$ cat config.mk
export PLATFORM = sky130hd
export DESIGN_NAME = data_bus_ctrl
export DESIGN_NICKNAME = d
export VERILOG_FILES = /design/src/rtl/data_bus_ctrl.sv
export SDC_FILE = /design/constraint.sdc
export NUM_CORES = 1
export LEC_CHECK = 0
export BUFFER_PORTS_ARGS = -buffer_cell sky130_fd_sc_hd__buf_4
export CORE_MARGIN = 10
export CORE_UTILIZATION = 30
export DETAILED_ROUTE_END_ITERATION = 10
export PLACE_DENSITY = 0.55
export RECOVER_POWER = 100
export SLEW_MARGIN = 10
export SYNTH_ARGS = -nofsm -noshare
export SYNTH_HDL_FRONTEND = slang
export SYNTH_SLANG_ARGS = --single-unit
$ cat constraint.sdc
create_clock -name clk -period 8.9 [get_ports clk]
set_clock_uncertainty 0.05 [all_clocks]
set_input_delay 1.335 -clock clk [delete_from_list [all_inputs] [get_ports clk]]
set_output_delay 1.335 -clock clk [all_outputs]
set_load 0.05 [all_outputs]
$ cat src/rtl/data_bus_ctrl.sv
// data_bus_ctrl: MEM-stage to SRAM-like data bus bridge, one outstanding access,
// flushed transactions drained to completion without withdrawing the request.
module data_bus_ctrl (
    input  logic        clk,
    input  logic        rst,
    input  logic        mem_en,
    input  logic [3:0]  mem_wen,
    input  logic [1:0]  mem_size,
    input  logic [31:0] mem_addr,
    input  logic [31:0] mem_wdata,
    input  logic        flush,
    input  logic        pipe_stall,
    output logic        stallreq,
    output logic [31:0] rdata,
    output logic        bus_req,
    output logic        bus_wr,
    output logic [1:0]  bus_size,
    output logic [3:0]  bus_wstrb,
    output logic [31:0] bus_addr,
    output logic [31:0] bus_wdata,
    input  logic        bus_addr_ok,
    input  logic        bus_data_ok,
    input  logic [31:0] bus_rdata
);
    typedef enum logic [2:0] {IDLE, ADDR, DATA, DONE, DRAIN} state_t;
    state_t state, state_nx;
    logic acc, acc_nx;
    logic issue, rd_done;
    assign issue    = state == IDLE && mem_en && !flush;
    assign rd_done  = !flush && bus_data_ok && !bus_wr &&
                      (state == DATA || (state == ADDR && bus_addr_ok));
    assign bus_req  = state == ADDR || (state == DRAIN && !acc);
    assign bus_wr   = |bus_wstrb;
    assign stallreq = issue || state == ADDR || state == DATA || state == DRAIN;
    // acc marks that a drained request already had its address accepted
    always_comb begin
        state_nx = state;
        acc_nx   = acc;
        case (state)
            IDLE: if (issue) begin
                state_nx = ADDR;
                acc_nx   = 1'b0;
            end
            ADDR: if (flush) begin
                state_nx = (bus_addr_ok && bus_data_ok) ? IDLE : DRAIN;
                acc_nx   = bus_addr_ok;
            end else if (bus_addr_ok) state_nx = bus_data_ok ? DONE : DATA;
            DATA: if (bus_data_ok) state_nx = flush ? IDLE : DONE;
            else if (flush) begin
                state_nx = DRAIN;
                acc_nx   = 1'b1;
            end
            DONE: if (flush || !pipe_stall) state_nx = IDLE;
            DRAIN: if (bus_data_ok && (acc || bus_addr_ok)) state_nx = IDLE;
            else if (bus_addr_ok) acc_nx = 1'b1;
            default: state_nx = IDLE;
        endcase
    end
    always_ff @(posedge clk or posedge rst) begin
        if (rst) begin
            state     <= IDLE;
            acc       <= 1'b0;
            bus_size  <= 2'd0;
            bus_wstrb <= 4'd0;
            bus_addr  <= 32'd0;
            bus_wdata <= 32'd0;
            rdata     <= 32'd0;
        end else begin
            state <= state_nx;
            acc   <= acc_nx;
            if (issue) begin
                bus_size  <= mem_size;
                bus_wstrb <= mem_wen;
                bus_addr  <= mem_addr;
                bus_wdata <= mem_wdata;
            end
            if (rd_done) rdata <= bus_rdata;
        end
    end
endmodule

==> flow_summary_export.csv <==
group,metric,value,unit
timing,fin_crit_sh,57.4,%
clock_tree,tritoncts,"done",
clock_tree,worstSkewPairLatency,0.34,ns
routing,drc,0,
timing,setup_violations,0,
routing,routed_wl,11.8,mm
routing,drtPass1Iterations,4,
routing,drtAntennaViolNets,0,
clock_tree,clkTransAtPathRegs,0.06,ns
grt,antenna_found_initial,0,
synth,synth_area,4330,sq um
synth,synth-seq-cells,106,
run_status,violations,"capacitance limit, slew limit",
synth,synth-simple-area-share,3.35,%
grt,overflow,0,
critical_path,arrival,5.26,ns
clock_tree,holdBufCountCts,0,
routing,avgRoutedWirePerCell,17.6,um
timing,hold_viol,0,
synth,post-synth-top-area-fraction,61.3,%
critical_path,path_cells,"clkbuf_1 > nor2_1 > nand3_1 > mux2_2",
grt,grt_start_max_net_pins,71,
routing,drt-initial-drc-count,107,
critical_path,worst-setup-path-type,"input pin to register",
synth,synth_mux_area_share,29.4,%
floorplan,dieArea,19600,sq um
floorplan,num_rows,43,
timing,worst_slack,3.79,ns
synth,synth_top_family_by_area,"multiplexers",
timing,rsz0062_at_grt,"false",
place,dp_cells,658,
flow_run,max-cap-violations,2,
clock_tree,cts_buffer_depth,2,
synth,synth-compound-area-share,3.01,%
synth,yosysSeqAreaShare,61.3,%
synth,yosys_warnings,0,
final_layout,nets,598,
clock_tree,cts_root_buffer,"clkbuf_16",
critical_path,end_kind,"register",
timing,slew_viol_final,120,
timing,finalCriticalPeriod,5.11,ns
clock_tree,htreeDepth,3,
grt,grt_first_pass_wirelength,19.0,mm
final_layout,drive_gt1_share,40.4,%
clock_tree,cts_resized,0,
floorplan,core_area,14000,sq um
final_layout,n_antenna_cell,0,
critical_path,cp_max_fo,70,
place,gp_congestion,0.925,
critical_path,slowest_stage,"nand3_1",
critical_path,crit_path_start_kind,"input pin",
synth,synth_xor_area_share,0,%
timing,totalNegativeSetupSlack,0,ns
floorplan,die_x,140,um
final_layout,fin_cells,673,
critical_path,required,9.06,ns
floorplan,die_y,140,um
routing,vias_per_cell,4.53,
clock_tree,cts_setup_buffers,0,
synth,yosys.area_share.adder,0,%
timing,fmax,196,MHz
clock_tree,cts.sinks,106,
final_layout,syn_to_final_growth,35.5,%
grt,grt_pass1_vias,3414,
clock_tree,cts_made_buffers,9,
timing,maxSlewHeadroom,-125,%
critical_path,critPathMaxStageDelay,2.26,ns
synth,synthCells,278,
floorplan,initial_utilization,30.9,%
critical_path,rrSetupSlack,4.39,ns
synth,syn_area_per_cell,15.6,sq um
synth,synth.largest_area_cell,"dfrtp_1",
place,preCtsSetupSlack,5.36,ns
place,hpwl,9.14,mm
synth,synthTopCellsByArea,"dfrtp_1 (61%), mux2_2 (19%), mux2_4 (10%)",
grt,grt_use_total,12.1,%
routing,routed-via-count,3046,
place,port_buffers,213,
synth,syn_nets,387,
synth,synth_cell_types,25,
run_status,status,"finished, violations left",
floorplan,io_pins,214,
timing,tightestPinTransition,3.36,ns
hold_path,hold_class,"register to register",
[sequential cells by signal, indices dropped and copies added, names as in the netlist]
signal,cells
acc,1
bus_addr,32
bus_size,2
bus_wdata,32
bus_wstrb,4
rdata,32
state,3
[cells in the mapped netlist]
cell / n
dfrtp_1: 106
a41o_1: 1
buf_1: 1
nor2_1: 7
nand3_1: 1
clkbuf_1: 9
nand2_1: 8
buf_6: 1
inv_1: 5
nand2b_1: 4
mux2_4: 30
buf_12: 3
nor2b_1: 3
nand3b_1: 1
o22ai_1: 3
or3b_1: 1
o21ai_0: 8
mux2_2: 73
and3_1: 1
a22oi_1: 2
a21oi_1: 6
or3_1: 1
o2111ai_1: 1
o21a_1: 1
or4_4: 1
[worst max-delay path: cells and delay by family]
family                 cells  cell delay [ns]
muxes                      1             1.16
buffers and inverters      1             0.17
and+or+nand+nor            2             2.53
[cell usage in the layout, fill, tap and decap left out, drive strengths merged, types with 2 or more instances in the layout]
cell      n
nand2b    4
clkinv    3
nor2b     3
mux2    103
nand2     8
o21ai     8
inv       4
a21oi     6
bufinv    2
clkbuf  117
nor2      7
o22ai     3
a22oi     2
buf     107
dfrtp   106
[logic make-up (layout without fill, tap and decap cells)]
kind of cell | after synthesis | in the layout
AOI/OAI and AO/OA | 22 | 22
DFF | 106 | 106
muxes | 103 | 103
buffers and inverters | 19 | 234
and+or+nand+nor | 28 | 28
[path summary, 6_finish.rpt]
check | start | to | depth (start not counted)
worst min-delay path | rdata[14]$_DFFE_PP0P_ | rdata[14]$_DFFE_PP0P_ | 1
worst max register to register | state[1]$_DFFE_PP0P_ | bus_addr[28]$_DFFE_PP0P_ | 3
worst min register to register | rdata[14]$_DFFE_PP0P_ | rdata[14]$_DFFE_PP0P_ | 1
max in group asynchronous | rst | rdata[17]$_DFFE_PP0P_ | 3
worst max-delay path | flush | bus_addr[28]$_DFFE_PP0P_ | 4
min in group asynchronous | rst | bus_size[0]$_DFFE_PP0P_ | 2
[layer usage]
metal / wire (um) / global-route usage [%] / up-vias / part of all wire, %
met5: 0 / 0 / - / 0
met4: 145 / 3.75 / 0 / 1.2
met3: 1430 / 7.20 / 13 / 12
met2: 5490 / 18.3 / 162 / 46
met1: 4790 / 14.0 / 1472 / 40
li1: - / - / 1399 / -
[metrics by stage]
stage | instance area [sq um] | utilization, % | hold slack (ns)
5_1_grt | 5860 | 41.9 | 0.461
3_3_place_gp | 6070 | 43.4 | 0.440
4_1_cts | 6380 | 45.6 | 0.459
2_1_floorplan | 4330 | - | 0.438
3_5_place_dp | 6070 | 43.4 | 0.444
6_report | 5860 | 41.9 | 0.442
[cell type report]
cell class / count / area (sq um)
tap: 180 / 225
sequential: 106 / 2650
fill: 1431 / 8130
multi-input combinational: 153 / 1440
clock buffer: 10 / 239
clock inverter: 5 / 78.8
inverter: 5 / 20.0
timing repair buffer: 214 / 1210
Power is left out: the tool's default activity adds up to more than one toggle a clock period on the data nets, which glitch-free logic cannot reach.
